`src/rtl/segment_if_id_hs_pkg.sv`:
```
// Shared IF/ID pipeline definitions: the buffered entry type, instruction field positions and the
// NOP encoding. Decode reuses these through the field slicer.
package segment_if_id_hs_pkg;

    localparam int unsigned IF_ID_PC_W    = 32;
    localparam int unsigned IF_ID_INSTR_W = 32;

    typedef struct packed {
        logic [IF_ID_PC_W-1:0]    pc;
        logic [IF_ID_INSTR_W-1:0] instr;
    } if_id_entry_t;

    localparam int unsigned TYPE_MSB = 31;
    localparam int unsigned OPC_MSB  = 29;
    localparam int unsigned RS_A_MSB = 21;
    localparam int unsigned RS_B_MSB = 19;
    localparam int unsigned RD_MSB   = 26;

    localparam logic [31:0] NOP_INSTR = 32'h0000_0000;

endpackage

```
`src/rtl/segment_if_id_hs_field_slicer.sv`:
```
// Combinational instruction field slicer. Pure bit selects, so a zero instruction yields zero
// fields.
module if_id_field_slicer
    import segment_if_id_hs_pkg::*;
(
    input  logic [31:0] i_instr,
    output logic [1:0]  o_type,
    output logic [4:0]  o_opcode,
    output logic [27:0] o_27_0,
    output logic [4:0]  o_rs_a,
    output logic [4:0]  o_rs_b,
    output logic [4:0]  o_rd
);

    assign o_type   = i_instr[TYPE_MSB -: 2];
    assign o_opcode = i_instr[OPC_MSB -: 5];
    assign o_27_0   = i_instr[27:0];
    assign o_rs_a   = i_instr[RS_A_MSB -: 5];
    assign o_rs_b   = i_instr[RS_B_MSB -: 5];
    assign o_rd     = i_instr[RD_MSB -: 5];

endmodule

```
`src/rtl/segment_if_id_hs.sv`:
```
// IF/ID pipeline segment: DEPTH-entry elastic buffer with valid/ready handshake and flush.
// Define SEGMENT_IF_ID_HS_PERF_EN to add the stall_cnt / bubble_cnt performance counters.
module segment_if_id_hs
    import segment_if_id_hs_pkg::*;
#(
    parameter int unsigned PC_W    = IF_ID_PC_W,
    parameter int unsigned INSTR_W = IF_ID_INSTR_W,
    parameter int unsigned DEPTH   = 2
) (
    input  logic               clk,
    input  logic               rst,
    input  logic               flush,
    input  logic               in_valid,
    output logic               in_ready,
    input  logic [PC_W-1:0]    pc_in,
    input  logic [INSTR_W-1:0] instr_in,
    output logic               out_valid,
    input  logic               out_ready,
    output logic [PC_W-1:0]    pc,
    output logic [INSTR_W-1:0] instr,
    output logic [1:0]         instr_type,
    output logic [4:0]         instr_opcode,
    output logic [27:0]        instr_27_0,
    output logic [4:0]         rs_a,
    output logic [4:0]         rs_b,
    output logic [4:0]         rd
`ifdef SEGMENT_IF_ID_HS_PERF_EN
    ,
    output logic [31:0]        stall_cnt,
    output logic [31:0]        bubble_cnt
`endif
);

    if (INSTR_W < 32) begin : g_bad_instr_w
        $error("segment_if_id_hs: INSTR_W must be at least 32");
    end

    localparam logic [1:0] FULL_CNT = 2'(DEPTH);

    logic [1:0]         r_count, w_count_d;
    logic               r_rd_ptr, r_wr_ptr, w_rd_ptr_d, w_wr_ptr_d;
    logic [PC_W-1:0]    r_pc_mem    [DEPTH];
    logic [INSTR_W-1:0] r_instr_mem [DEPTH];
    logic               w_accept, w_pop;

    // Handshake outputs come straight from the registered count.
    assign in_ready  = (r_count != FULL_CNT);
    assign out_valid = (r_count != 2'd0);
    assign w_accept  = in_valid & in_ready & ~flush;
    assign w_pop     = out_valid & out_ready & ~flush;

    function automatic logic next_ptr(input logic p);
        return (32'(p) == DEPTH - 1) ? 1'b0 : ~p;
    endfunction

    always_comb begin
        w_count_d  = r_count;
        w_rd_ptr_d = r_rd_ptr;
        w_wr_ptr_d = r_wr_ptr;
        if (flush) begin
            w_count_d  = 2'd0;
            w_rd_ptr_d = 1'b0;
            w_wr_ptr_d = 1'b0;
        end else begin
            if (w_accept) w_wr_ptr_d = next_ptr(r_wr_ptr);
            if (w_pop)    w_rd_ptr_d = next_ptr(r_rd_ptr);
            if (w_accept && !w_pop) w_count_d = r_count + 2'd1;
            if (w_pop && !w_accept) w_count_d = r_count - 2'd1;
        end
    end

    always_ff @(negedge clk) begin
        if (rst) begin
            r_count  <= 2'd0;
            r_rd_ptr <= 1'b0;
            r_wr_ptr <= 1'b0;
        end else begin
            r_count  <= w_count_d;
            r_rd_ptr <= w_rd_ptr_d;
            r_wr_ptr <= w_wr_ptr_d;
        end
    end

    // Payload is never cleared; stale entries are hidden by the output mask below.
    always_ff @(negedge clk) begin
        if (w_accept) begin
            r_pc_mem[r_wr_ptr]    <= pc_in;
            r_instr_mem[r_wr_ptr] <= instr_in;
        end
    end

    assign pc    = out_valid ? r_pc_mem[r_rd_ptr] : '0;
    assign instr = out_valid ? r_instr_mem[r_rd_ptr] : INSTR_W'(NOP_INSTR);

    if_id_field_slicer u_slicer (
        .i_instr  (instr[31:0]),
        .o_type   (instr_type),
        .o_opcode (instr_opcode),
        .o_27_0   (instr_27_0),
        .o_rs_a   (rs_a),
        .o_rs_b   (rs_b),
        .o_rd     (rd)
    );

`ifdef SEGMENT_IF_ID_HS_PERF_EN
    logic [31:0] r_stall_cnt, r_bubble_cnt;

    // Counters survive flush; only rst clears them.
    always_ff @(negedge clk) begin
        if (rst) begin
            r_stall_cnt  <= '0;
            r_bubble_cnt <= '0;
        end else begin
            if (in_valid && !in_ready)   r_stall_cnt  <= r_stall_cnt + 32'd1;
            if (!out_valid && out_ready) r_bubble_cnt <= r_bubble_cnt + 32'd1;
        end
    end

    assign stall_cnt  = r_stall_cnt;
    assign bubble_cnt = r_bubble_cnt;
`endif

endmodule

```
`config.mk`:
```
export PLATFORM = sky130hd
export DESIGN_NAME = segment_if_id_hs
export DESIGN_NICKNAME = d
export VERILOG_FILES = /design/src/rtl/segment_if_id_hs_pkg.sv /design/src/rtl/segment_if_id_hs_field_slicer.sv /design/src/rtl/segment_if_id_hs.sv
export SDC_FILE = /design/constraint.sdc
export NUM_CORES = 1
export LEC_CHECK = 0
export CORE_UTILIZATION = 50
export DETAILED_ROUTE_END_ITERATION = 10
export DONT_BUFFER_PORTS = 1
export GPL_ROUTABILITY_DRIVEN = 0
export PLACE_DENSITY = 0.67
export SYNTH_ARGS = -nofsm -noshare
export SYNTH_HDL_FRONTEND = slang
export SYNTH_HIERARCHICAL = 1
export SYNTH_SLANG_ARGS = --single-unit
```
`constraint.sdc`:
```
create_clock -name clk -period 6.9 [get_ports clk]
set_clock_uncertainty 0.05 [all_clocks]
set_input_delay 0.69 -clock clk [delete_from_list [all_inputs] [get_ports clk]]
set_output_delay 0.69 -clock clk [all_outputs]
set_load 0.02 [all_outputs]
```
==> results.py <==
metrics = {
    "outcome": {
        "status": "finished, final reports clean",
    },
    "flow_run": {
        "cap_violations": 0,
    },
    "power": {
        "seqPwrFrac": 0.431,
        "p_switching_w": 0.000587,
        "internal-power_w": 0.00156,
        "pwr-share-comb": 0.037,
        "p_total_w": 0.00214,
        "leakage_nw": 2.61,
        "ir_drop_mv": 0.216,
        "power.density_nw_per_um2": 334,
        "swShare": 0.274,
        "p_clk_frac": 0.532,
    },
    "drt": {
        "vias": 2965,
        "drtIter0Drc": 119,
        "wire_per_inst_um": 15.2,
        "drt-total-wl_mm": 9.26,
        "vias_per_cell": 4.88,
        "drc": 0,
        "firstDrtPassIters": 4,
        "drtAntennaViolNets": 0,
    },
    "worst_hold_path": {
        "hold_class": "flop to flop",
        "hold_depth": 2,
        "hold_end": "r_rd_ptr$_SDFFE_NP0P_",
        "hp-start": "r_rd_ptr$_SDFFE_NP0P_",
    },
    "logic_synthesis": {
        "syn_area_um2": 5420,
        "seq_area_frac_synth": 0.728,
        "syn_nets": 419,
        "synth_top_cell_by_area": "edfxtp_1",
        "syn-mean-instance-area_um2": 15.5,
        "ys_types": 19,
        "synthTopCellsByArea": "edfxtp_1, mux2i_1, buf_4",
        "synth_top_area_share": 0.709,
        "syn_inst": 349,
        "ys_ff_latch": 133,
        "yosys_warnings": 6,
    },
    "worst_setup_path": {
        "critical_path_class": "flop to output port",
        "startpoint_type": "flop",
        "worstPathRequired_ns": 6.16,
        "end_kind": "output port",
        "worstPathArrival_ns": 5.48,
        "reg2reg_depth": 5,
        "r2r_setup_slack_ns": 4.81,
        "r2r-start": "r_count[0]$_SDFFE_NP0P_",
        "cp_max_fo": 19,
        "timing.rr.end": "r_count[1]$_SDFFE_NP0P_",
    },
    "cells_and_area": {
        "drive_gt1_frac": 0.121,
        "syn_to_final_growth_pct": 18.5,
        "final_cell_mix": "inv_1, edfxtp_1, nor2_1, mux2i_1, buf_4",
        "fin_cells": 607,
        "fill_cells": 797,
        "diodes": 0,
        "layout_commonest_cell": "inv_1",
        "fin_nets": 528,
    },
    "global_route": {
        "track_usage": 0.169,
        "antenna_found_initial": 0,
        "grt_max_degree": 65,
        "grt_pass1_wl_mm": 14.0,
        "grt_pass1_vias": 3366,
        "gr-total-overflow": 0,
    },
    "timing": {
        "worst_slew_pin_slew_ns": 0.775,
        "final-max-slew-violation-count": 0,
        "relSlewSlack": 0.482,
        "hold_viol_final": 0,
        "rsz0062_at_grt": "no",
        "setup_viol": 0,
    },
    "clocking": {
        "hold_buffers": 0,
        "cts_resized": 0,
        "post-cts-setup-buffers": 0,
        "cts_buffer_depth": 2,
        "htree_levels": 4,
        "tritoncts": "built",
        "insertion_delay_ns": 0.49,
        "cts.clk_slew.worst_paths_ns": 0.04,
        "cts-root-buf": "clkbuf_8",
        "numCtsBuffers": 17,
        "cts_num_sinks": 133,
    },
    "placed_design": {
        "io_buffer_count": 0,
        "dp.cells": 443,
        "dp.final_hpwl_mm": 5.37,
    },
    "floorplan": {
        "pin_count": 185,
        "die_h_um": 106,
        "num_rows": 37,
        "die_w_um": 106,
        "start_util": 0.520,
        "core_area_um2": 10400,
        "die_area_um2": 11300,
    },
}
==> layer usage <==
layer  vias up  routed length [um]  GRT usage
met4         0                 147      0.140
met2       137                4920      0.278
met1      1390                3230      0.128
li1       1424                   -          -
met5         -                   0          0
met3        14                 955      0.126
==> layout make-up <==
type,instances,area (um2),share of cell area
flip-flops and latches,133,3950,0.615
multi-input cells,149,1030,0.160
clock inverters,148,651,0.101
clock buffers,17,414,0.0645
repair buffers,22,203,0.0316
well taps,136,170,0.0265
inverters,2,7.51,0.00117
==> power by group through the flow <==
stage          logic [W]  clock network, W  registers [W]
2_1_floorplan  0.0000750          0.000115       0.000934
3_3_place_gp   0.0000794          0.000115       0.000934
3_5_place_dp   0.0000797          0.000115       0.000935
4_1_cts        0.0000803           0.00118       0.000925
5_1_grt        0.0000849           0.00127       0.000925
6_report       0.0000787           0.00114       0.000925
==> Yosys cell counts (all sizes together) <==
library cell and number:
a21o 1, a21oi 2, buf 63, clkbuf 1, dfxtp 5, edfxtp 128
ha 1, inv 3, mux2i 64, nand2b 1, nand3 1, nand3b 1
nor2 71, o21ai 2, or2 1, or3 1, xnor2 1, xor2 2
==> worst max-delay path, stage by stage, from the launching register on <==
cell	delay, ns
dfxtp_4	0.57
buf_4	0.29
mux2i_1	0.10
nor2_1	0.57
==> flip-flops by register name, indices dropped and copies added (netlist names), named ones only <==
register,cells
r_pc_mem,64
r_instr_mem,64
r_wr_ptr,1
r_rd_ptr,1
r_count,2
==> how the worst max path moves through the flow <==
stage / startpoint / endpoint / slack [ns] / depth (start not counted)
floorplan: flush / r_instr_mem[0][0]$_DFFE_NP_ / -0.66 / 2
global placement: flop / instr_27_0[13] / 1.15 / 3
detailed placement: flop / instr[31] / 1.16 / 3
CTS: flop / instr[31] / 0.63 / 3
global route: flop / instr[31] / 0.54 / 3
finish: flop / instr[31] / 0.68 / 3
==> kinds of logic after synthesis <==
kind of cell	count (synthesis)	share of synthesized area
flops	133	0.728
simple gates	76	0.0550
fa+ha+maj	1	0.00231
mux	64	0.118
buf+inv	67	0.0868
xor+xnor	3	0.00485
compound gates	5	0.00508
==> through the flow <==
step | TNS, ns | hold WS, ns | util | instance area, um2 | worst slack [ns]
after floorplan | -84.32 | 0.422 | - | 5420 | -0.659
after global placement | 0 | 0.438 | 0.514 | 5360 | 1.15
after detailed placement | 0 | 0.440 | 0.514 | 5360 | 1.16
after CTS | 0 | 0.473 | 0.616 | 6420 | 0.630
after global routing | 0 | 0.512 | 0.616 | 6420 | 0.541
final | 0 | 0.465 | 0.616 | 6420 | 0.681
Note: power is estimated with default switching activity, not from simulation.
